[src/rtl/frogger_pkg.sv]
// Shared constants, types and helpers for the Frogger lane engine.
package frogger_pkg;

  localparam int GAME_WIDTH     = 20;
  localparam int ROAD_ROW0      = 8;
  localparam int RIVER_ROW0     = 1;
  localparam int NUM_LANES      = 8;
  localparam int LANES_PER_SIDE = 4;

  typedef logic [GAME_WIDTH-1:0] lane_t;

  typedef enum logic [3:0] {
    CELL_BG    = 4'd0,
    CELL_CAR   = 4'd1,
    CELL_WATER = 4'd2,
    CELL_LOG   = 4'd3,
    CELL_GOAL  = 4'd4
  } cell_code_t;

  // Rotation direction of a lane: even lanes move left, odd lanes move right.
  localparam bit DIR_LEFT  = 1'b0;
  localparam bit DIR_RIGHT = 1'b1;

  // Power-up occupancy of each lane; bit c is column c.
  localparam lane_t INIT_PATTERN [NUM_LANES] = '{
    20'h0E070,
    20'h30C03,
    20'h01818,
    20'h60006,
    20'h0FF80,
    20'h7C1F0,
    20'h3E00F,
    20'hF00F0
  };

  // Ticks between rotations of each lane at the slow speed level.
  localparam int LANE_DIV [NUM_LANES] = '{2, 3, 4, 3, 3, 4, 2, 5};

  // Which lane, if any, a playfield row belongs to.
  typedef struct packed {
    logic       road;
    logic       river;
    logic [2:0] lane;
  } row_info_t;

  // Bit of a lane pattern at a column; columns off the field read as empty.
  function automatic logic cell_bit(input lane_t pat, input logic [5:0] col);
    logic b;
    b = 1'b0;
    for (int c = 0; c < GAME_WIDTH; c++) begin
      if (col == 6'(c)) b = pat[c];
    end
    return b;
  endfunction

endpackage

[src/rtl/lane_shifter.sv]
// One scrolling lane: a tick-driven down-counter and the rotating pattern.
module lane_shifter
  import frogger_pkg::*;
#(
  parameter lane_t INIT = '0,
  parameter int    DIV  = 2,
  parameter bit    DIR  = DIR_LEFT
) (
  input  logic  clk,
  input  logic  rst_n,
  input  logic  tick,
  input  logic  fast,
  output lane_t pattern,
  output logic  rotate
);

  localparam int         DIV_HALF    = ((DIV >> 1) > 0) ? (DIV >> 1) : 1;
  localparam logic [3:0] RELOAD_SLOW = 4'(DIV);
  localparam logic [3:0] RELOAD_FAST = 4'(DIV_HALF);
  localparam int         W           = $bits(lane_t);

  logic [3:0] count;

  assign rotate = tick && (count == 4'd1);

  // Count ticks down; on the last one reload at the current speed and rotate.
  always_ff @(posedge clk or negedge rst_n) begin
    if (!rst_n) begin
      count   <= RELOAD_SLOW;
      pattern <= INIT;
    end else if (rotate) begin
      count <= fast ? RELOAD_FAST : RELOAD_SLOW;
      if (DIR == DIR_LEFT) pattern <= {pattern[0], pattern[W-1:1]};
      else                 pattern <= {pattern[W-2:0], pattern[W-1]};
    end else if (tick) begin
      count <= count - 4'd1;
    end
  end

endmodule

[src/rtl/obstacle_ctrl.sv]
// Lane engine: scrolls road and river lanes, judges the frog cell and
// serves cell codes to the pixel path.
module obstacle_ctrl #(
  parameter int STEP_CYCLES   = 2_500_000,
  parameter int SPEEDUP_SCORE = 8,
  parameter int GAME_WIDTH    = 20,
  parameter int ROAD_ROW0     = 8,
  parameter int RIVER_ROW0    = 1
) (
  input  logic       i_Clk,
  input  logic       i_Rst_L,
  input  logic [5:0] i_Frogger_X,
  input  logic [5:0] i_Frogger_Y,
  input  logic [6:0] i_Score,
  input  logic [5:0] i_Col_Count_Div,
  input  logic [5:0] i_Row_Count_Div,
  output logic       o_Collided,
  output logic       o_On_Log,
  output logic       o_Carry_Left,
  output logic       o_Carry_Right,
  output logic [3:0] o_Cell_Code
);

  import frogger_pkg::*;

  localparam int            TW        = (STEP_CYCLES > 1) ? $clog2(STEP_CYCLES) : 1;
  localparam logic [TW-1:0] TICK_LAST = TW'(STEP_CYCLES - 1);
  localparam logic [5:0]    ROAD_LO   = 6'(ROAD_ROW0);
  localparam logic [5:0]    RIVER_LO  = 6'(RIVER_ROW0);
  localparam logic [5:0]    SIDE_N    = 6'(LANES_PER_SIDE);
  localparam logic [5:0]    X_LIMIT   = 6'(GAME_WIDTH);
  localparam logic [5:0]    X_LAST    = 6'(GAME_WIDTH - 1);

  lane_t                lane_pat [NUM_LANES];
  logic [NUM_LANES-1:0] lane_rot;
  logic [TW-1:0]        tick_cnt;
  logic                 tick;
  logic                 fast;

  row_info_t  frog;
  row_info_t  query;
  logic       frog_bit;
  logic       frog_x_ok;
  logic       query_bit;
  logic       collide_next;
  logic       on_log_next;
  logic       carry_left_next;
  logic       carry_right_next;
  cell_code_t cell_next;

  // Road rows map to lanes 0..3, river rows to lanes 4..7.
  function automatic row_info_t decode_row(input logic [5:0] row);
    row_info_t  r;
    logic [5:0] off;
    r   = '0;
    off = '0;
    if (row >= ROAD_LO && row < ROAD_LO + SIDE_N) begin
      off    = row - ROAD_LO;
      r.road = 1'b1;
      r.lane = {1'b0, off[1:0]};
    end else if (row >= RIVER_LO && row < RIVER_LO + SIDE_N) begin
      off     = row - RIVER_LO;
      r.river = 1'b1;
      r.lane  = {1'b1, off[1:0]};
    end
    return r;
  endfunction

  assign tick = (tick_cnt == TICK_LAST);
  assign fast = (i_Score >= 7'(SPEEDUP_SCORE));

  // Global tick divider.
  always_ff @(posedge i_Clk or negedge i_Rst_L) begin
    if (!i_Rst_L)  tick_cnt <= '0;
    else if (tick) tick_cnt <= '0;
    else           tick_cnt <= tick_cnt + 1'b1;
  end

  for (genvar i = 0; i < NUM_LANES; i++) begin : g_lane
    lane_shifter #(
      .INIT (INIT_PATTERN[i]),
      .DIV  (LANE_DIV[i]),
      .DIR  (((i % 2) == 1) ? DIR_RIGHT : DIR_LEFT)
    ) u_lane (
      .clk     (i_Clk),
      .rst_n   (i_Rst_L),
      .tick    (tick),
      .fast    (fast),
      .pattern (lane_pat[i]),
      .rotate  (lane_rot[i])
    );
  end

  // Judge the frog cell against the pre-rotation patterns, including carry off the edge.
  always_comb begin
    frog             = decode_row(i_Frogger_Y);
    frog_bit         = cell_bit(lane_pat[frog.lane], i_Frogger_X);
    frog_x_ok        = (i_Frogger_X < X_LIMIT);
    collide_next     = 1'b0;
    on_log_next      = 1'b0;
    carry_left_next  = 1'b0;
    carry_right_next = 1'b0;
    if (frog.road) begin
      collide_next = !frog_x_ok || frog_bit;
    end else if (frog.river) begin
      if (!frog_x_ok || !frog_bit) begin
        collide_next = 1'b1;
      end else begin
        on_log_next = 1'b1;
        if (lane_rot[frog.lane]) begin
          if (!frog.lane[0]) begin
            if (i_Frogger_X == 6'd0) collide_next    = 1'b1;
            else                     carry_left_next = 1'b1;
          end else begin
            if (i_Frogger_X == X_LAST) collide_next     = 1'b1;
            else                       carry_right_next = 1'b1;
          end
        end
      end
    end
  end

  // Cell code for the display query cell.
  always_comb begin
    query     = decode_row(i_Row_Count_Div);
    query_bit = cell_bit(lane_pat[query.lane], i_Col_Count_Div);
    cell_next = CELL_BG;
    if (i_Row_Count_Div == 6'd0) begin
      cell_next = CELL_GOAL;
    end else if (i_Col_Count_Div < X_LIMIT) begin
      if (query.road)       cell_next = query_bit ? CELL_CAR : CELL_BG;
      else if (query.river) cell_next = query_bit ? CELL_LOG : CELL_WATER;
    end
  end

  // Output registers.
  always_ff @(posedge i_Clk or negedge i_Rst_L) begin
    if (!i_Rst_L) begin
      o_Collided    <= 1'b0;
      o_On_Log      <= 1'b0;
      o_Carry_Left  <= 1'b0;
      o_Carry_Right <= 1'b0;
      o_Cell_Code   <= 4'd0;
    end else begin
      o_Collided    <= collide_next;
      o_On_Log      <= on_log_next;
      o_Carry_Left  <= carry_left_next;
      o_Carry_Right <= carry_right_next;
      o_Cell_Code   <= cell_next;
    end
  end

endmodule

[config.mk]
export PLATFORM = sky130hd
export DESIGN_NAME = obstacle_ctrl
export DESIGN_NICKNAME = d
export VERILOG_FILES = /design/src/rtl/frogger_pkg.sv /design/src/rtl/lane_shifter.sv /design/src/rtl/obstacle_ctrl.sv
export SDC_FILE = /design/constraint.sdc
export NUM_CORES = 1
export LEC_CHECK = 0
export BUFFER_PORTS_ARGS = -buffer_cell sky130_fd_sc_hd__buf_2
export CAP_MARGIN = 20
export CORE_ASPECT_RATIO = 0.9
export CORE_MARGIN = 8
export CORE_UTILIZATION = 35
export DETAILED_ROUTE_END_ITERATION = 10
export GPL_ROUTABILITY_DRIVEN = 0
export PLACE_DENSITY_LB_ADDON = 0.05
export SYNTH_ARGS = -nofsm -noshare
export SYNTH_HDL_FRONTEND = slang
export SYNTH_SLANG_ARGS = --single-unit
[constraint.sdc]
create_clock -name i_Clk -period 3.8 [get_ports i_Clk]
set_clock_uncertainty 0.1 [all_clocks]
set_input_delay 0.38 -clock i_Clk [delete_from_list [all_inputs] [get_ports i_Clk]]
set_output_delay 0.38 -clock i_Clk [all_outputs]
set_load 0.005 [all_outputs]
==> metrics <==
outcome=finished clean; Final setup violation count=0; Post-synth EDFFs=0; nature of the critical path endpoint=flip-flop; Bufs and invs on worst path=5; Hold Path Class=in2reg; layout cell share with drive strength beyond 1=between 30% and 40%; yosys warns=0; Vert. Die Dim=~200 µm; Tot GR Track Use=between 20% and 30%; routed len/inst=23.7 µm; Core Area=about 37000 µm²; synthesized area=approximately 13000 µm²; cells taking the most area after synthesis=dfrtp_1, mux2_2, dfstp_2, nand2_1, a21oi_1; slowest stage delay, CP=~0.51 ns; maximum root-to-sink buffer count=3; critical path peak fanout=8; max-cap viol count=0; reg2reg start=g_lane[3].u_lane.pattern[14]; P&R area growth vs syn=17.7%; DRC viols=0; syn nets=between 1000 and 1500; Yosys reg bits=between 200 and 250; DIE WIDTH=~220 µm; Clk pin slew, worst setup/hold paths=roughly 0.06 ns; Worst-Skew Late Latency=0.55 ns; leakage=approximately 6.7 nW; fill cell total of the finished layout=about 3600; initial antenna violation count=1; drt initial violations=about 900; Post-Place Cell Area=14400 µm²; I/O pin count=41; async set or reset register ratio after synthesis=between 90% and 100%; Vias/cell=about 5.7; Final Slew Violations=0; register area share after synthesis=a little over two fifths; clock root buffer=clkbuf_16; critical path's slowest cell=or4_1; Max-slew headroom=between 50% and 60%; most common cell after layout, fill and taps aside=nand2_1; Cells after Synth=around 1300; final wirelength=between 40 and 50 mm; Setup CP Type=in2reg; Synth Flop Type=dfrtp_1; Fin. Hold Viols=0; CTS tree=done; CP Data Arrival Time=between 3 and 4 ns; Std-Cell Rows=67; CP startpoint=i_Frogger_Y[0]; most frequent cells in the layout=nand2_1, mux2_2, dfrtp_1; largest net degree at the start of global routing=between 70 and 80; # nets final=~1500; syn_area_per_cell=approximately 10 µm²; post-CTS setup buffer count=0; fmax=294 MHz; fin cells=1919; WP data required=about 4.2 ns; Setup TNS=0 ns; Pwr Density=359 nW/µm²; Die ar.=approximately 44000 µm²; Yosys cell types=84; Clock Sinks=around 220; H-Tree Depth=1; CP startpoint kind=input pin; Post-DP HPWL=between 30 and 40 mm; Antenna diodes=0; vias in the first global route=~11000; hold_sp=i_Row_Count_Div[2]; cell family with most CP delay=compound AO/OA/AOI/OAI gates; cts bufs inserted=27; top-area cell type share of the netlist area=between 20% and 30%; worst-path cell chain=buf_2 > inv_1 > ha_1 > buf_4 > nor2b_1 > o31a_1 > nor2_4 > buf_12 > buf_4 > a21oi_1 > a211oi_1 > a41o_1 > or4_1 > a211oi_2 > mux2_4 > a211oi_2; Design Area, Final=between 15000 and 20000 µm²; # port buffers=36; Hold WS=~0.12 ns; fin crit period=~3.4 ns; vias=11000; Detailed Routing Iterations Pass 1=5; period utilisation layout=89.5%; RSZ-0062 raised after global routing=false; Max VDD drop=about 0.31 mV; DP Cell Count=roughly 1900; antenna-violating nets left=0; total power=around 5.5 mW; first-pass GRT wire length=around 70 mm; Worst Tran Pin Value=0.724 ns; Synth area leader=dfrtp_1; initial core utilization=a little over a third; GRT overflow=0
-- where the power goes --
part / switching (mW) / total [mW] / internal, mW
sequential: 0.000665 / 2.36 / 2.36
clock: 1.07 / 2.74 / 1.67
combinational: 0.266 / 0.398 / 0.132
-- metal layers --
metal  up-vias  track usage, %  share of wire [%]
met5         -               0                  0
met4         0            4.32                2.1
met3        53            3.06                6.6
met2       365            29.1                 41
met1      5553            33.1                 51
li1       5029               -                  -
-- Yosys cell counts, drive strengths merged (4+ instances only) --
cell type / count
nand2: 233
mux2: 166
dfrtp: 153
a21oi: 78
dfstp: 68
nand3: 62
clkbuf: 55
nor2: 52
mux2i: 37
o21ai: 36
and3: 30
inv: 28
nor3: 28
buf: 25
a211oi: 22
ha: 21
a221oi: 18
a31oi: 15
nand4: 15
a2111oi: 12
xnor2: 12
a21o: 11
nor4: 11
a32oi: 9
or4: 9
nor4b: 8
xor2: 8
and2: 7
nor2b: 7
nor3b: 7
or2: 7
nand2b: 6
a311oi: 5
o31ai: 5
or3: 5
a21boi: 4
a22oi: 4
o211ai: 4
o22ai: 4
-- cell type report --
class,instances,area (µm²),share of cell area (%)
clock buffer,36,749,4.90
clock inverter,13,188,1.23
inverter,28,105,0.686
multi-input combinational,1001,6970,45.5
sequential,221,5620,36.7
tap,483,604,3.95
timing repair buffer,137,1080,7.03
-- per-stage QoR --
stage / setup slack, ns / util [%]
after CTS: 0.433 / 41.4
after global placement: -0.121 / 38.9
after global routing: 0.250 / 41.4
after detailed placement: -0.157 / 38.9
final: 0.398 / 41.4
after floorplan: 0.0739 / -
-- worst reg2reg max path: stages, from the launching register on --
cell and delay (ns):
dfrtp_1 0.41, and3_1 0.16, a2111oi_0 0.50, o211ai_1 0.20, nand3_1 0.15, nand4_1 0.13
or4_1 0.55, a211oi_2 0.30, mux2_4 0.34, a211oi_2 0.18
-- registers in the layout (all words and copies together), names as in the netlist --
| name | cells |
|---|---|
| o_On_Log | 1 |
| o_Carry_Left | 1 |
| o_Cell_Code | 3 |
| tick_cnt | 22 |
| o_Collided | 1 |
| o_Carry_Right | 1 |
| g_lane.u_lane.count | 32 |
| g_lane.u_lane.pattern | 160 |
-- kinds of logic after synthesis --
family | Yosys count | share of synthesized area, %
xor+xnor | 20 | 1.35
compound gates | 256 | 13.6
flops | 221 | 43.1
buf+inv | 108 | 3.70
fa+ha+maj | 21 | 2.02
simple gates | 498 | 18.5
other cells | 1 | 0.0288
mux | 205 | 17.6
-- final timing paths --
kind                                               end  cells after the start  slack [ns]
max                                         o_Collided                     16        0.40
min                                     o_Cell_Code[2]                      2        0.12
max reg2reg                                 o_Collided                      9        0.71
min reg2reg                  g_lane[3].u_lane.count[3]                      1        0.38
max in group asynchronous  g_lane[0].u_lane.pattern[4]                      3        2.29
min in group asynchronous    g_lane[0].u_lane.count[2]                      2        0.29
-- repair_timing --
item	in CTS	in global routing
hold buffers	1	0
endpoints found under the hold margin	34	0
resized for setup	0	0
No activity file was read; power rests on OpenSTA's default activity.
